**config.mk**
```make
export PLATFORM = sky130hd
export DESIGN_NAME = alu_issue_stage
export DESIGN_NICKNAME = d
export VERILOG_FILES = /design/src/rtl/alu_issue_stage.sv
export SDC_FILE = /design/constraint.sdc
export NUM_CORES = 1
export LEC_CHECK = 0
export BUFFER_PORTS_ARGS = -buffer_cell sky130_fd_sc_hd__buf_2
export CELL_PAD_IN_SITES_DETAIL_PLACEMENT = 0
export CELL_PAD_IN_SITES_GLOBAL_PLACEMENT = 2
export CORE_UTILIZATION = 27
export DETAILED_ROUTE_END_ITERATION = 10
export HOLD_SLACK_MARGIN = 0.05
export PLACE_DENSITY_LB_ADDON = 0.1
export SKIP_LAST_GASP = 1
export SYNTH_ARGS = -nofsm -noshare
export SYNTH_HDL_FRONTEND = slang
export SYNTH_SLANG_ARGS = --single-unit
```
**constraint.sdc**
```tcl
create_clock -name i_clk -period 5.2 [get_ports i_clk]
set_clock_uncertainty 0.1 [all_clocks]
set_input_delay 0.78 -clock i_clk [delete_from_list [all_inputs] [get_ports i_clk]]
set_output_delay 0.78 -clock i_clk [all_outputs]
set_load 0.02 [all_outputs]
```
**src/rtl/alu_issue_stage.sv**
```systemverilog
// Decode/issue stage feeding the ALU: registered operands, ALU code and writeback info.
// Optional illegal-instruction flag output enabled by defining BURAQ_ILLEGAL_TRAP_EN.
module alu_issue_stage #(
    parameter int DataWidth = 32
) (
    input  logic                 i_clk,
    input  logic                 i_rst,
    input  logic                 i_in_valid,
    output logic                 o_in_ready,
    input  logic [DataWidth-1:0] i_instr,
    input  logic [DataWidth-1:0] i_pc,
    input  logic [DataWidth-1:0] i_rs1_data,
    input  logic [DataWidth-1:0] i_rs2_data,
    input  logic                 i_flush,
    output logic                 o_out_valid,
    input  logic                 i_out_ready,
    output logic [DataWidth-1:0] o_operand_A,
    output logic [DataWidth-1:0] o_operand_B,
    output logic [5:0]           o_ALU_Control,
    output logic [4:0]           o_rd_addr,
    output logic                 o_reg_write
`ifdef BURAQ_ILLEGAL_TRAP_EN
    ,
    output logic                 o_illegal_insn
`endif
);

    localparam logic [6:0] OpcOp     = 7'b0110011;
    localparam logic [6:0] OpcOpImm  = 7'b0010011;
    localparam logic [6:0] OpcBranch = 7'b1100011;
    localparam logic [6:0] OpcJal    = 7'b1101111;
    localparam logic [6:0] OpcJalr   = 7'b1100111;
    localparam logic [6:0] OpcLui    = 7'b0110111;
    localparam logic [6:0] OpcAuipc  = 7'b0010111;
    localparam logic [6:0] OpcLoad   = 7'b0000011;
    localparam logic [6:0] OpcStore  = 7'b0100011;

    logic [6:0]           w_opc;
    logic [2:0]           w_f3;
    logic [6:0]           w_f7;
    logic [4:0]           w_rd;
    logic [DataWidth-1:0] w_imm_i;
    logic [DataWidth-1:0] w_imm_s;
    logic [DataWidth-1:0] w_imm_u;
    logic [DataWidth-1:0] w_pc4;

    logic [DataWidth-1:0] w_a;
    logic [DataWidth-1:0] w_b;
    logic [5:0]           w_code;
    logic                 w_wr;
    logic                 w_ill;
    logic                 w_rw;
    logic                 w_cap;

    logic                 r_valid;
    logic [DataWidth-1:0] r_a;
    logic [DataWidth-1:0] r_b;
    logic [5:0]           r_code;
    logic [4:0]           r_rd;
    logic                 r_rw;
`ifdef BURAQ_ILLEGAL_TRAP_EN
    logic                 r_ill;
`endif

    assign w_opc   = i_instr[6:0];
    assign w_f3    = i_instr[14:12];
    assign w_f7    = i_instr[31:25];
    assign w_rd    = i_instr[11:7];
    assign w_imm_i = DataWidth'($signed(i_instr[31:20]));
    assign w_imm_s = DataWidth'($signed({i_instr[31:25], i_instr[11:7]}));
    assign w_imm_u = DataWidth'($signed({i_instr[31:12], 12'h000}));
    assign w_pc4   = i_pc + DataWidth'(4);

    // Combinational RV32I decode into operands, ALU code and rd-write intent
    always_comb begin
        w_a    = '0;
        w_b    = '0;
        w_code = 6'b000000;
        w_wr   = 1'b0;
        w_ill  = 1'b0;
        case (w_opc)
            OpcOp: begin
                w_a    = i_rs1_data;
                w_b    = i_rs2_data;
                w_code = {2'b00, w_f7[5], w_f3};
                w_wr   = 1'b1;
                if (w_f7 == 7'h20) begin
                    w_ill = !((w_f3 == 3'b000) || (w_f3 == 3'b101));
                end else begin
                    w_ill = (w_f7 != 7'h00);
                end
            end
            OpcOpImm: begin
                w_a    = i_rs1_data;
                w_b    = w_imm_i;
                w_code = {3'b000, w_f3};
                w_wr   = 1'b1;
                if (w_f3 == 3'b001) begin
                    w_ill = (w_f7 != 7'h00);
                end else if (w_f3 == 3'b101) begin
                    w_code = {2'b00, i_instr[30], w_f3};
                    w_ill  = !((w_f7 == 7'h00) || (w_f7 == 7'h20));
                end
            end
            OpcBranch: begin
                w_a    = i_rs1_data;
                w_b    = i_rs2_data;
                w_code = {3'b010, w_f3};
                w_ill  = (w_f3 == 3'b010) || (w_f3 == 3'b011);
            end
            OpcJal: begin
                w_a    = w_pc4;
                w_code = 6'b011111;
                w_wr   = 1'b1;
            end
            OpcJalr: begin
                w_a    = w_pc4;
                w_code = 6'b011111;
                w_wr   = 1'b1;
                w_ill  = (w_f3 != 3'b000);
            end
            OpcLui: begin
                w_b  = w_imm_u;
                w_wr = 1'b1;
            end
            OpcAuipc: begin
                w_a  = i_pc;
                w_b  = w_imm_u;
                w_wr = 1'b1;
            end
            OpcLoad: begin
                w_a   = i_rs1_data;
                w_b   = w_imm_i;
                w_wr  = 1'b1;
                w_ill = (w_f3 == 3'b011) || (w_f3 == 3'b110) ||
                        (w_f3 == 3'b111);
            end
            OpcStore: begin
                w_a   = i_rs1_data;
                w_b   = w_imm_s;
                w_ill = (w_f3 > 3'b010);
            end
            default: begin
                w_ill = 1'b1;
            end
        endcase
        // Illegal decodes issue as a harmless ADD 0+0 with no writeback
        if (w_ill) begin
            w_a    = '0;
            w_b    = '0;
            w_code = 6'b000000;
            w_wr   = 1'b0;
        end
    end

    assign w_rw       = w_wr && (w_rd != 5'd0);
    assign o_in_ready = !r_valid || i_out_ready;
    assign w_cap      = i_in_valid && o_in_ready && !i_flush;

    // Issue register: flush beats capture, capture beats drain
    always_ff @(posedge i_clk) begin
        if (i_rst) begin
            r_valid <= 1'b0;
            r_a     <= '0;
            r_b     <= '0;
            r_code  <= '0;
            r_rd    <= '0;
            r_rw    <= 1'b0;
`ifdef BURAQ_ILLEGAL_TRAP_EN
            r_ill   <= 1'b0;
`endif
        end else if (i_flush) begin
            r_valid <= 1'b0;
        end else if (w_cap) begin
            r_valid <= 1'b1;
            r_a     <= w_a;
            r_b     <= w_b;
            r_code  <= w_code;
            r_rd    <= w_rd;
            r_rw    <= w_rw;
`ifdef BURAQ_ILLEGAL_TRAP_EN
            r_ill   <= w_ill;
`endif
        end else if (i_out_ready) begin
            r_valid <= 1'b0;
        end
    end

    assign o_out_valid   = r_valid;
    assign o_operand_A   = r_a;
    assign o_operand_B   = r_b;
    assign o_ALU_Control = r_code;
    assign o_rd_addr     = r_rd;
    assign o_reg_write   = r_rw;
`ifdef BURAQ_ILLEGAL_TRAP_EN
    assign o_illegal_insn = r_ill;
`endif

endmodule

```
Yosys cells after proc, flatten, opt, wreduce, memory -nomap -nowiden

Index checks and enable logic that the tools add are counted.

Register bits after elaboration: 77
Input bits: 133
Output and inout bits: 78

Add/sub/neg operators: 1
$lt $le $gt $ge: 1
Equal/unequal tests: 16
Mux-type cells: 16
Bitwise operators: 1
Reduce and logical (&&, ||, !) cells: 28

Operators by type and width:

| cell                                                                   | number |
|---|---|
| 32-bit one-hot mux with 4 select lines                                 | 1 |
| 32-bit one-hot mux with 3 select lines                                 | 1 |
| 32-bit two-way mux                                                     | 2 |
| 32-bit by 3-bit adder with 32-bit output (second input constant)       | 1 |
| 7-bit by 6-bit equality test with 1-bit output (second input constant) | 4 |
| 7-bit equality test (second input constant)                            | 3 |
| 5-bit one-hot mux with 4 select lines                                  | 1 |
| 7-bit by 5-bit equality test with 1-bit output (second input constant) | 2 |
| 2-bit OR reduction                                                     | 5 |
| 3-bit equality test (second input constant)                            | 3 |
| 4-bit two-way mux                                                      | 2 |
| 7-bit by 2-bit equality test with 1-bit output (second input constant) | 1 |
| 7-bit zero test                                                        | 1 |
| 1-bit two-way mux                                                      | 7 |
| 1-bit one-hot mux with 7 select lines                                  | 1 |
| 7-bit nonzero test                                                     | 1 |
| 7-bit OR reduction                                                     | 1 |
| 3-bit by 2-bit equality test with 1-bit output (second input constant) | 2 |
| 1-bit logical OR                                                       | 6 |
| 6-bit two-way mux                                                      | 1 |
| 5-bit nonzero test                                                     | 1 |
| 5-bit OR reduction                                                     | 1 |
| 1-bit zero test                                                        | 4 |
| 3-bit by 1-bit equality test with 1-bit output (second input constant) | 1 |
| other kinds (8)                                                        | 10 |

Depth between registers and ports, before layout

Depth after elaboration: 8
Mapped depth: 9
Depth with buffers taken out: 7

Worst setup path before layout

Ideal clock, no wire load.

Path kind: input port to flip-flop
Start: in i_instr[2]
End: reg r_code[0] (netlist: o_ALU_Control[0])
Setup time: 0.117 ns
Arrival time: 2.478 ns
Data required time: 4.983 ns
Setup slack: 2.506 ns
Stages on the path: 9
Cells stage by stage: buf_6 -> nand4bb_1 -> clkbuf_1 -> or2_0 -> o41a_1 -> and4_4 -> and4b_1 -> buf_4 -> a22o_1

Longest elaborated chain between the ends: 4
Elaborated cells between the ends (all ways): 14
Classes of those cells: eq/ne: 9; mux: 3; reduce/logical: 2

RTL lines:

| item                                                                                                  | line | text |
|---|---|---|
| start: declaration                                                                                    | 10   | `input logic [DataWidth-1:0] i_instr,` |
| 7-bit by 5-bit equality test with 1-bit output, or another cell as far along                          | 81   | `case (w_opc)` |
| 3-bit OR reduction (no line) / 2-bit OR reduction (equally long branches)                             | n/a  |  |
| 1-bit one-hot mux with 7 select lines / 5-bit one-hot mux with 4 select lines (equally long branches) | 81   |  |
| 6-bit two-way mux (*)                                                                                 | 148  | `if (w_ill) begin` |
| end signal: assignment                                                                                | 178  | `r_code <= w_code;` |
| end: declaration                                                                                      | 58   | `logic [5:0] r_code;` |

Mark *: on every way between the ends. The rest lies on a longest branch, timed or not.
A chain may end at the register's enable or synchronous reset.

Worst setup path after layout

Start: in i_instr[2]
End: reg r_a[20] (netlist: o_operand_A[20])

Longest elaborated chain between the ends: 4
Elaborated cells between the ends (all ways): 15
Classes of those cells: eq/ne: 9; mux: 3; reduce/logical: 3

RTL lines:

| item                                                                                                   | line | text |
|---|---|---|
| 7-bit by 5-bit equality test with 1-bit output, or another cell as far along                           | 81   |  |
| 3-bit OR reduction (no line), or another cell as far along                                             | n/a  |  |
| 1-bit one-hot mux with 7 select lines / 32-bit one-hot mux with 3 select lines (equally long branches) | 81   |  |
| 32-bit two-way mux (*)                                                                                 | 148  |  |
| end signal: assignment                                                                                 | 176  | `r_a <= w_a;` |
| end: declaration                                                                                       | 56   | `logic [DataWidth-1:0] r_a;` |

Marks and branches as above.

==> insert_results.sql <==
INSERT INTO impl_metrics (metric_group, metric, value, unit) VALUES
('floorplanning', 'start_util', '0.279', ''),
('route', 'vias_per_cell', '5.30', ''),
('timing', 'fmax', '302', 'MHz'),
('route', 'initialDrtViolationCount', '283', ''),
('route', 'detail_route.first_pass.iterations', '6', ''),
('status', 'status', 'finished clean', ''),
('clock_network', 'clk_latency', '0.33', 'ns'),
('placement', 'gp_congestion', '0.788', ''),
('logic_synthesis', 'async_reset_ff_frac', '0', ''),
('critical_path', 'worstRegToRegCells', '7', ''),
('global_route', 'grt.total_usage', '0.210', ''),
('logic_synthesis', 'post_synthesis_simple_gate_area_fraction', '0.240', ''),
('logic_synthesis', 'post_synthesis_sequential_element_count', '76', ''),
('pwr', 'pwr_density_cell', '243', 'nW/um^2'),
('global_route', 'first_pass_grt_wire_length', '26.4', 'mm'),
('logic_synthesis', 'ys_top_cells_by_area', 'dfxtp_1 (35%), nand2_1 (8.7%), o21ai_2 (6.3%), a221oi_1 (5.9%), a222oi_1 (4.0%)', ''),
('critical_path', 'critical_path.n_buffers_inverters', '1', ''),
('logic_synthesis', 'synth_top_family_by_area', 'compound AO/OA/AOI/OAI gates', ''),
('cells_and_area', 'layout-drive-gt1-share', '0.379', ''),
('cells_and_area', 'area_growth', '34.6', '%'),
('floorplanning', 'area_of_the_die', '16400', 'sq um'),
('clock_network', 'numClockSinks', '76', ''),
('route', 'vias_post_dr', '4925', ''),
('worst_hold_path', 'hold_path.startpoint', 'o_operand_B[8]', ''),
('floorplanning', 'chipWidth', '128', 'um'),
('placement', 'io_buffers', '209', ''),
('logic_synthesis', 'synth_sequential_area_ratio', '0.355', ''),
('clock_network', 'cts_made_buffers', '9', ''),
('clock_network', 'clockBufferDepth', '2', ''),
('clock_network', 'cts_post_setup_buffers_inserted', '0', ''),
('logic_synthesis', 'postSynthAreaPerCell', '8.17', 'sq um'),
('flow_run', 'max_cap_violations', '0', ''),
('worst_hold_path', 'worstHoldPathCells', '2', ''),
('critical_path', 'critical_path.slowest_cell', 'nand2_1', ''),
('logic_synthesis', 'complex_gate_fraction_of_the_synthesized_area', '0.315', ''),
('route', 'route.final.wire_length', '17.1', 'mm'),
('clock_network', 'hold_buffers', '0', ''),
('placement', 'count_of_placed_standard_cells_including_taps', '912', ''),
('timing', 'rsz0062_at_grt', 'false', ''),
('clock_network', 'ctsRootBufferMaster', 'clkbuf_16', ''),
('critical_path', 'cp_top_family', 'simple AND/OR/NAND/NOR gates', ''),
('global_route', 'grt_start_max_net_pins', '43', ''),
('logic_synthesis', 'synth-edff-count', '0', ''),
('floorplanning', 'top_level_ports', '211', ''),
('clock_network', 'path_clk_slew', '0.06', 'ns'),
('global_route', 'grt_pass1_vias', '4751', ''),
('critical_path', 'critical-path-max-stage-delay', '0.68', 'ns'),
('timing', 'final.setup.tns', '0', 'ns'),
('route', 'wl_per_cell', '18.4', 'um'),
('route', 'route.detailed.drc', '0', ''),
('critical_path', 'arrival_time_at_the_worst_endpoint', '3.40', 'ns'),
('logic_synthesis', 'ys_types', '54', ''),
('route', 'ant_nets', '0', ''),
('clock_network', 'htree_levels', '3', ''),
('pwr', 'total_power_after_layout', '1.40', 'mW'),
('critical_path', 'cp_max_fo', '21', ''),
('critical_path', 'r2r_end', 'o_operand_B[25]', ''),
('cells_and_area', 'layout.cells.non_filler', '929', ''),
('pwr', 'static-leakage-power', '2.40', 'nW'),
('logic_synthesis', 'synth.area.mux_share', '0.00233', ''),
('cells_and_area', 'nets', '846', ''),
('timing', 'finalHoldViolations', '0', ''),
('worst_hold_path', 'min-delay-path-class', 'flip-flop to flip-flop', ''),
('timing', 'hold-worst-slack', '0.347', 'ns'),
('worst_hold_path', 'worst_hold_path.endpoint', 'o_operand_B[8]', ''),
('logic_synthesis', 'syn-cell-area', '4290', 'sq um'),
('global_route', 'grt.overflow.total', '0', ''),
('logic_synthesis', 'synthCells', '525', ''),
('floorplanning', 'placeable_area', '15400', 'sq um'),
('critical_path', 'timing.critical_path.required', '5.29', 'ns'),
('timing', 'worst_slew_pin_slew', '0.965', 'ns');
## synthesized netlist by cell type (5+ instances only)
master     n
a222oi_1  17
o21ai_0   18
a22oi_1   11
a221oi_1  29
nand2_1   99
a22o_1    15
buf_6      5
and2_1     5
o21ai_2   31
nor3_1     9
xor2_1     7
xnor2_1    9
nor2_1    21
nand4_1   13
dfxtp_1   76
a21oi_1   18
and4_1     7
clkbuf_1  27
o21ai_1   18
and3_1     9
nand3_1   15
## placed cells by master, fill, tap and decap left out, drive strengths merged, types with 2 or more instances in the layout
cell	count
nor2b	4
nand2	99
nor3	9
and3	9
inv	5
a32oi	4
nor2	21
nand3	15
a221oi	29
a211oi	2
dfxtp	76
and2	5
and4	8
xnor2	9
a21oi	18
nand2b	4
or3	2
nor4	4
or2	3
clkinv	2
a22o	15
a222oi	17
or4	3
nand4	14
a31oi	4
nand3b	3
xor2	7
o22ai	4
o21ai	67
o311ai	2
buf	216
a22oi	11
clkbuf	11
## worst reg2reg max path, cell delays in order, from the launching register on
cell and delay, ns:
dfxtp_1 0.30, nor2b_1 0.14, nor3b_1 0.18, buf_4 0.20, o41a_1 0.18, and3b_2 0.23, nand4_4 0.60, o21ai_2 0.37
## through the flow
step                      area [sq um]  setup slack (ns)
final                             5770              1.89
after detailed placement          5470              1.58
after CTS                         5770              1.95
after global routing              5770              1.59
after global placement            5470              1.68
after floorplan                   4290              2.51
## cells by family after synthesis
kind of cell | after synthesis
AOI/OAI and AO/OA | 179
xor gates and xnor gates | 16
adders and majority gates | 1
buffers and inverters | 44
DFF | 76
muxes | 1
other | 1
and+or+nand+nor | 207
## power breakdown
group	total, mW	internal [mW]	switching [mW]
clock	0.656	0.387	0.269
sequential	0.586	0.584	0.00123
combinational	0.162	0.0628	0.0995
total	1.40	1.03	0.369
## state kept, by name, summed over array words and instances (netlist names)
register       cells
o_out_valid        1
o_rd_addr          5
o_reg_write        1
o_operand_B       32
o_operand_A       32
o_ALU_Control      5
## worst max path at each step
stage / cells after the start / slack (ns) / startpoint / endpoint
floorplan: 9 / 2.51 / i_instr[2] / o_ALU_Control[0]
global placement: 7 / 1.68 / i_instr[26] / o_operand_B[1]
detailed placement: 7 / 1.58 / i_instr[2] / o_operand_A[20]
CTS: 7 / 1.95 / i_instr[2] / o_operand_A[20]
global route: 7 / 1.59 / i_instr[2] / o_operand_A[20]
finish: 7 / 1.89 / i_instr[2] / o_operand_A[20]
## layer usage
metal | global-route usage | wire length, um | vias up
li1 | - | - | 2385
met1 | 0.255 | 7440 | 2341
met2 | 0.367 | 8430 | 182
met3 | 0.0447 | 1060 | 15
met4 | 0.0720 | 204 | 2
met5 | 0 | 13 | -
## layout make-up
| class | instances | area [sq um] | area share |
|---|---|---|---|
| antenna | 1 | 2.50 | 0.000434 |
| timing repair buffer | 216 | 1100 | 0.190 |
| sequential | 76 | 1520 | 0.264 |
| clock buffer | 11 | 243 | 0.0421 |
| multi-input combinational | 405 | 2570 | 0.445 |
| clock inverter | 5 | 60.1 | 0.0104 |
| inverter | 4 | 15.0 | 0.00260 |
| tap | 211 | 264 | 0.0457 |
Power figures use the tool's default switching activity.
